<file path="src/rtl/neuron_mac7.sv">
// Sequential neuron: accumulates N_INPUTS signed 7x7 products onto a bias,
// then presents a saturated signed 7-bit result with a valid/ready handshake.
module neuron_mac7 #(
    parameter int N_INPUTS = 4,
    parameter int ACC_W    = 20
) (
    input  logic       clk,
    input  logic       rst_n,
    input  logic       start,
    input  logic [6:0] bias,
    input  logic       in_valid,
    output logic       in_ready,
    input  logic [6:0] x_in,
    input  logic [6:0] w_in,
    output logic       out_valid,
    input  logic       out_ready,
    output logic [6:0] sum_out,
    output logic       busy
);

    localparam int CNT_W = (N_INPUTS > 1) ? $clog2(N_INPUTS) : 1;
    localparam logic [CNT_W-1:0] LAST_IDX = CNT_W'(N_INPUTS - 1);

    typedef enum logic [1:0] {
        IDLE  = 2'd0,
        ACCUM = 2'd1,
        DONE  = 2'd2
    } state_t;

    state_t                    state_q, state_d;
    logic signed [ACC_W-1:0]   acc_q, acc_d;
    logic        [CNT_W-1:0]   count_q, count_d;
    logic        [6:0]         sum_q, sum_d;

    logic signed [13:0]        x_ext, w_ext, prod;
    logic signed [ACC_W-1:0]   prod_ext, acc_sum;
    logic        [ACC_W-7:0]   acc_upper;
    logic                      acc_ovf;
    logic        [6:0]         acc_sat;

    // The true product lies in [-4032, 4096], so a 14-bit multiply is exact.
    always_comb begin
        x_ext     = {{7{x_in[6]}}, x_in};
        w_ext     = {{7{w_in[6]}}, w_in};
        prod      = x_ext * w_ext;
        prod_ext  = {{(ACC_W-14){prod[13]}}, prod};
        acc_sum   = acc_q + prod_ext;
        acc_upper = acc_sum[ACC_W-1:6];
        acc_ovf   = !((&acc_upper) || !(|acc_upper));
        if (acc_ovf) begin
            acc_sat = acc_sum[ACC_W-1] ? 7'b1000000 : 7'b0111111;
        end else begin
            acc_sat = acc_sum[6:0];
        end
    end

    always_comb begin
        state_d = state_q;
        acc_d   = acc_q;
        count_d = count_q;
        sum_d   = sum_q;
        case (state_q)
            IDLE: begin
                if (start) begin
                    acc_d   = {{(ACC_W-7){bias[6]}}, bias};
                    count_d = '0;
                    state_d = ACCUM;
                end
            end
            ACCUM: begin
                if (in_valid) begin
                    acc_d   = acc_sum;
                    count_d = count_q + CNT_W'(1);
                    if (count_q == LAST_IDX) begin
                        sum_d   = acc_sat;
                        count_d = '0;
                        state_d = DONE;
                    end
                end
            end
            DONE: begin
                if (out_ready) begin
                    state_d = IDLE;
                end
            end
            default: state_d = IDLE;
        endcase
    end

    always_ff @(posedge clk) begin
        if (!rst_n) begin
            state_q <= IDLE;
            acc_q   <= '0;
            count_q <= '0;
            sum_q   <= '0;
        end else begin
            state_q <= state_d;
            acc_q   <= acc_d;
            count_q <= count_d;
            sum_q   <= sum_d;
        end
    end

    assign in_ready  = (state_q == ACCUM);
    assign out_valid = (state_q == DONE);
    assign busy      = (state_q != IDLE);
    assign sum_out   = sum_q;

endmodule

</file>
<file path="config.mk">
export PLATFORM = sky130hd
export DESIGN_NAME = neuron_mac7
export DESIGN_NICKNAME = d
export VERILOG_FILES = /design/src/rtl/neuron_mac7.sv
export SDC_FILE = /design/constraint.sdc
export NUM_CORES = 1
export LEC_CHECK = 0
export ABC_AREA = 1
export ABC_CLOCK_PERIOD_IN_PS = 6300
export CAP_MARGIN = 20
export CORE_UTILIZATION = 62
export CTS_CLUSTER_SIZE = 16
export DETAILED_ROUTE_END_ITERATION = 7
export PLACE_DENSITY = 0.83
export SLEW_MARGIN = 20
export SYNTH_ARGS = -nofsm -noshare
export SYNTH_HDL_FRONTEND = slang
export SYNTH_SLANG_ARGS = --single-unit
</file>
<file path="constraint.sdc">
create_clock -name clk -period 6.3 [get_ports clk]
set_input_delay 0.945 -clock clk [delete_from_list [all_inputs] [get_ports clk]]
set_output_delay 0.945 -clock clk [all_outputs]
set_load 0.02 [all_outputs]
</file>
==> metrics.txt, run 1 <==
Synth Area per Inst=6.95 um^2; Die ar.=0.00889 mm^2; Worst-Margin Slew=1080 ps; WHS Path Cells=2; Setup Buffers After CTS=0; Crit Path Class=in -> reg; final setup vio count=0; total of max-cap violations=0; Post-Syn Instances=760; final core utilization=71.9%; initial antenna violation count=0; global-route wire length before repair=21500 um; top cells by area, synth=fa_1 (27%), nand2_1 (15%), inv_1 (14%), dfxtp_1 (12%), ha_1 (11%); routed len/inst=14.2 um; nets@finish=945; FF-to-FF path depth=23; CTS Buffer Depth=2; fin crit period=5940 ps; core area=0.00822 mm^2; Yosys cell types=32; Hold-fix buffers, CTS=0; Starting Density=64.3%; DR pass1 iterations=7; largest fanout on the critical path=14; Setup TNS=0 ps; Iteration-0 DRC Markers=291; Seq/Total Area, Yosys=11.7%; CTS Buf Count=5; I/O pins=36; GP Congestion=0.951; Slew Viols, Final=0; Max Freq=0.168 GHz; Slew HR=28.2%; cell taking the most area after synthesis=fa_1; ant diodes=0; Clk Latency, worst-skew pair=290 ps; Via density=5.16; CTS tree=done; synthesized area=0.00528 mm^2; vias in the first global route=4673; Post-Syn Nets=903; # rows=33; GRT overflow=0; Layout area overhead=11.9%; CP Data Arrival Time=6150 ps; status=finished, final reports clean; Synth top area share=26.5%; Clock Skew=7.69 ps; Final period util=94.2%; post-CTS sizing=0; Remaining DRCs=0; layout cells sized above 1=7.60%; warnings from Yosys=0; Worst setup SP type=input port; RSZ-0062 raised after global routing=false; worst hold path class=reg -> reg; synthesis-stage register bit count=31; H-tree depth=2; Final ANT Viol Nets=0; Post-Route WL=12900 um; CP Capture Type=flip-flop; WP data required=6510 ps; largest net degree at the start of global routing=29; Reg clk slew, reported paths=70 ps; clk sink count=31; # port buffers=35; Root Buffer=clkbuf_8; Tot GR Track Use=31.4%; fillers=668; Fin. Hold Viols=0; Die Y=94.3 um; Die X=94.3 um; hpwl dp=10700 um; via count=4681
[worst paths after layout]
path / slack, ps / start / end
worst max-delay path: 360 / x_in[6] / sum_out[4]$_SDFFE_PN0P_
worst min-delay path: 470 / sum_out[2]$_SDFFE_PN0P_ / sum_out[2]$_SDFFE_PN0P_
worst max register to register: 1780 / acc_q[6]$_SDFFE_PN0P_ / sum_out[4]$_SDFFE_PN0P_
worst min register to register: 470 / sum_out[2]$_SDFFE_PN0P_ / sum_out[2]$_SDFFE_PN0P_
[logic make-up (layout without fill, tap and decap cells)]
group	Yosys count	count (layout)	synth area share [%]
simple gates	321	321	27.1
compound gates	68	68	6.99
buf+inv	217	260	15.5
flops	31	31	11.7
xor+xnor	6	6	0.995
fa+ha+maj	117	117	37.7
[final cells by class]
cell class / instances / area (um^2) / area share [%]
multi-input combinational: 512 / 3840 / 65.1
clock buffer: 6 / 82.6 / 1.40
inverter: 209 / 785 / 13.3
timing repair buffer: 43 / 410 / 6.94
clock inverter: 2 / 35.0 / 0.593
sequential: 31 / 621 / 10.5
tap: 105 / 131 / 2.22
[cells in the mapped netlist, drive strengths merged]
cell and number:
a21oi 35, a221oi 1, a31oi 6, and2 3
buf 3, clkbuf 5, clkinv 2, dfxtp 31
fa 70, ha 47, inv 207, nand2 230
nand3 38, nand3b 1, nand4 8, nor2 38
o211a 1, o21ai 24, o22ai 1, or2 3
xnor2 4, xor2 2
[sequential cells by signal, indices dropped and copies added (netlist names)]
| signal | cells |
|---|---|
| acc_q | 20 |
| count_q | 2 |
| state_q | 2 |
| sum_out | 7 |
[metrics by stage]
stage | worst slack, ps | hold WS (ps) | area (um^2) | cells
after global routing | 20.5 | 501 | 5910 | 908
final | 364 | 469 | 5910 | 908
after CTS | 400 | 466 | 5910 | 908
after global placement | 231 | 459 | 5780 | 899
after detailed placement | 149 | 455 | 5790 | 900
after floorplan | 1110 | 445 | 5280 | 760
[layout by cell type (no fill, tap or decap)]
cell / netlist / layout
a21oi_1: 32 / 32
a21oi_2: 3 / 3
a221oi_1: 1 / 1
a31oi_1: 6 / 6
and2_1: 3 / 3
buf_4: 0 / 8
bufinv_16: 0 / 1
clkbuf_8: 0 / 6
clkdlybuf4s50_1: 0 / 35
clkinv_1: 2 / 2
clkinv_2: 0 / 1
dfxtp_1: 31 / 31
fa_1: 70 / 70
ha_1: 47 / 47
inv_1: 202 / 202
inv_2: 5 / 5
nand2_1: 215 / 215
nand2_2: 14 / 14
nand2_4: 1 / 1
nand3_1: 30 / 30
nand3_2: 6 / 6
nand3_4: 2 / 2
nand3b_1: 1 / 1
nand4_1: 8 / 8
nor2_1: 26 / 26
nor2_2: 9 / 9
nor2_4: 3 / 3
o211a_1: 1 / 1
o21ai_0: 24 / 24
o22ai_1: 1 / 1
or2_1: 1 / 1
or2_2: 2 / 2
xnor2_1: 4 / 4
xor2_1: 2 / 2
[worst max-delay path: stages]
cell	delay [ps]
clkdlybuf4s50_1	590
nand2_1	130
inv_1	440
ha_1	270
inv_1	70
fa_1	540
inv_1	60
fa_1	530
inv_1	50
fa_1	470
inv_1	40
ha_1	380
nand2_1	130
nor2_1	250
nand3_1	210
nand3_1	130
nand2_1	50
nand2_1	110
nand2_1	100
nor2_4	140
nand3_4	100
nand2_4	110
nand2_1	60
nand2_1	60
nand2_1	60
a21oi_1	120
[layer usage]
| metal | share of wire [%] | vias to the layer above | global-route usage (%) |
|---|---|---|---|
| met2 | 51 | 124 | 54.9 |
| met4 | 2.8 | 0 | 10.4 |
| met1 | 42 | 2199 | 40.3 |
| met5 | 0 | - | 0 |
| li1 | - | 2336 | - |
| met3 | 4.2 | 22 | 3.40 |
Power of run 1 is not shown: default switching activity piles up to over one toggle a cycle in this logic, so the estimate is an artifact.
==> inputs of run 2 (changes only) <==
ABC_CLOCK_PERIOD_IN_PS = unset   (was 6300)
SKIP_CTS_REPAIR_TIMING = 1   (was unset)
==> results of run 2 <==
Same layout as run 1: the final DEF is identical, and so are final timing and power.
Power of run 2 is left out for the same reason.
==> inputs of run 3 (changes only) <==
ABC_AREA = unset   (was 1)
CORE_UTILIZATION = 61   (was 62)
SLEW_MARGIN = unset   (was 20)
==> run 3 against run 2 <==
Hold slack got worse by 5.6 ps. Utilization rose by 2.8 points. Register-to-register slack worse by 480 ps. Critical path depth decreased by 7. Non-clock buffer count grew 33. Sequential cell count is the same. Wire length fell by 6.5%. Synthesized cell count decreased by 26%.
==> metrics.txt, run 3 <==
Post-synth top cells=inv_1 (127), fa_1 (70), ha_1 (47); synthesized area=0.00483 mm^2 (-8.6%); ant diodes=0 (unchanged); status=finished, final reports clean; final core utilization=74.8% (+2.8 points); CTS Buf Count=5 (unchanged); Synth Area per Inst=8.54 um^2 (+23%); Post-Syn Instances=565 (-26%); setup ws final=227 ps (-137 ps); Clock Skew=4.68 ps (-3.02 ps); Largest Register=acc_q; Tot GR Track Use=31.3% (-0.085 points); fillers=570 (-15%); Post-Route WL=12000 um (-6.5%); hpwl dp=9640 um (-10%); DR pass1 iterations=7 (unchanged); Final period util=96.4% (+2.2 points); Worst Path Buf+Inv=5 (-1); GRT overflow=0 (unchanged); Synth top area share=29.0% (+2.5 points); Via density=5.67 (+10%); global-route wire length before repair=20600 um (-4.2%); I/O pins=36 (unchanged); largest net degree at the start of global routing=31 (+6.9%); top-count cell post-synth=inv_1; # rows=32 (-3.0%); fin crit period=6070 ps (+137 ps); nets@finish=778 (-18%); vias in the first global route=4503 (-3.6%); CP peak stage delay=550 ps (-40 ps); WP data required=6460 ps (-50 ps); Final ANT Viol Nets=0 (unchanged); Die X=91.0 um (-3.6%); final setup vio count=0 (unchanged); Setup TNS=0 ps (unchanged); Post-synth ARST share=0% (unchanged); Iteration-0 DRC Markers=258 (-11%); CP Capture Type=flip-flop; DP Area=0.00555 mm^2 (-4.2%); most frequent cells in the layout=inv_1 (127), fa_1 (68), ha_1 (46); worst hold path class=reg -> reg; top cells by area, synth=fa_1 (29%), dfxtp_1 (13%), ha_1 (12%), inv_1 (9.9%), and2_1 (4.0%); Post-synth EDFFs=0 (unchanged); GP Congestion=0.870 (-8.5%); Worst-Margin Slew=602 ps (-475 ps); Critical-path top delay cell=fa_2; Slew Viols, Final=0 (unchanged); Max Freq=0.165 GHz (-2.3%); commonest non-fill, non-tap cell in the layout=inv_1; cell family with most CP delay=adder cells; Finished Cell Area=0.00575 mm^2 (-2.8%); Die Y=91.0 um (-3.6%); Crit Path Class=in -> reg; core area=0.00769 mm^2 (-6.4%); FF-to-FF path depth=18 (-22%); total of max-cap violations=0 (unchanged); Largest register FFs=20 (unchanged); cell taking the most area after synthesis=fa_1; Remaining DRCs=0 (unchanged); Fin. Hold Viols=0 (unchanged); Starting Density=62.8% (-1.5 points); largest fanout on the critical path=6 (-8); Die ar.=0.00827 mm^2 (-7.0%); Post-Syn Nets=708 (-22%); layout cells sized above 1=12.4% (+4.8 points); cell count along the critical path=19 (-27%); CP Data Arrival Time=6240 ps (+90 ps); warnings from Yosys=0 (unchanged); CTS Buffer Depth=2 (unchanged); routed len/inst=16.3 um (+15%); Slew HR=59.8% (+32 points); Clk Latency, worst-skew pair=300 ps (about the same); initial antenna violation count=0 (unchanged); worst-path cell chain=clkdlybuf4s50_1 > nand2_1 > fa_2 > buf_4 > fa_1 > inv_1 > fa_1 > inv_1 > fa_1 > inv_1 > ha_1 > a21oi_2 > o22ai_1 > or4_1 > o221a_2 > nor3_1 > nand4_1 > nor3_1 > a2111oi_2; CTS tree=done; Reg clk slew, reported paths=70 ps (about the same); most used flip-flop cell after synthesis=dfxtp_1; Worst setup SP type=input port; clk sink count=31 (unchanged); WHS Path Cells=2 (unchanged); Root Buffer=clkbuf_8; # port buffers=35 (unchanged); synthesis-stage register bit count=31 (unchanged); register area=621 um^2 (unchanged); Layout area overhead=19.1%; H-tree depth=2 (unchanged); Yosys cell types=59 (+84%); Setup WS pre-CTS=-195 ps (-344 ps); via count=4187 (-11%); Multi-input gate area=0.00372 mm^2 (-3.1%); Seq/Total Area, Yosys=12.9% (+1.1 points)
## run 3: cell count changes in the layout (fill, tap and decap cells not counted), moves of 9 or more
cell,change
buf_4,+33
nor2_1,+15
nor3_1,+9
nand3_1,-20
nand2_2,-13
nand2_1,-181
inv_1,-75
a21oi_1,-12
and2_1,+27
nor2_2,-9
## run 3: worst reg2reg max path: cells and delay by family (launching register included)
family | cells | cell delay, ps
adders and majority gates | 5 | 2320
AOI/OAI and AO/OA | 5 | 1130
and+or+nand+nor | 2 | 420
buffers and inverters | 5 | 390
DFF | 1 | 330
xor gates and xnor gates | 1 | 320
## run 3: worst paths after layout
check,start,endpoint,slack (ps)
setup / recovery,w_in[1],sum_out[3]$_SDFFE_PN0P_,230
hold / removal,sum_out[6]$_SDFFE_PN0P_,sum_out[6]$_SDFFE_PN0P_,460
setup reg to reg,acc_q[6]$_SDFFE_PN0P_,sum_out[0]$_SDFFE_PN0P_,1300
hold reg to reg,sum_out[6]$_SDFFE_PN0P_,sum_out[6]$_SDFFE_PN0P_,460
## run 3: stage by stage
step                cells  hold WS, ps
floorplan             565          453
global placement      729          445
detailed placement    729          453
CTS                   737          463
global route          738          486
finish                738          463
## run 3: logic make-up after synthesis
logic type / count (synthesis) / synth area share, %
simple gates: 159 / 16.5
buf+inv: 141 / 11.2
fa+ha+maj: 117 / 41.2
compound gates: 99 / 14.9
flops: 31 / 12.9
xor+xnor: 15 / 2.72
mux: 3 / 0.648
## run 3: routing by layer
layer	part of all wire (%)	vias up	track usage, %
met3	4.6	37	4.77
li1	-	1960	-
met4	2.9	0	9.39
met5	0	-	0
met1	40	2061	37.6
met2	53	129	57.5
## run 3: cell type report
type                            instances  share of cell area (%)
Sequential cell                        31                    10.8
Multi-Input combinational cell        393                    64.8
Inverter                              128                    8.36
Clock inverter                          2                   0.610
Timing Repair Buffer                   76                    11.8
Clock buffer                            6                    1.44
Tap cell                              102                    2.22
Power of run 3 is left out for the same reason.
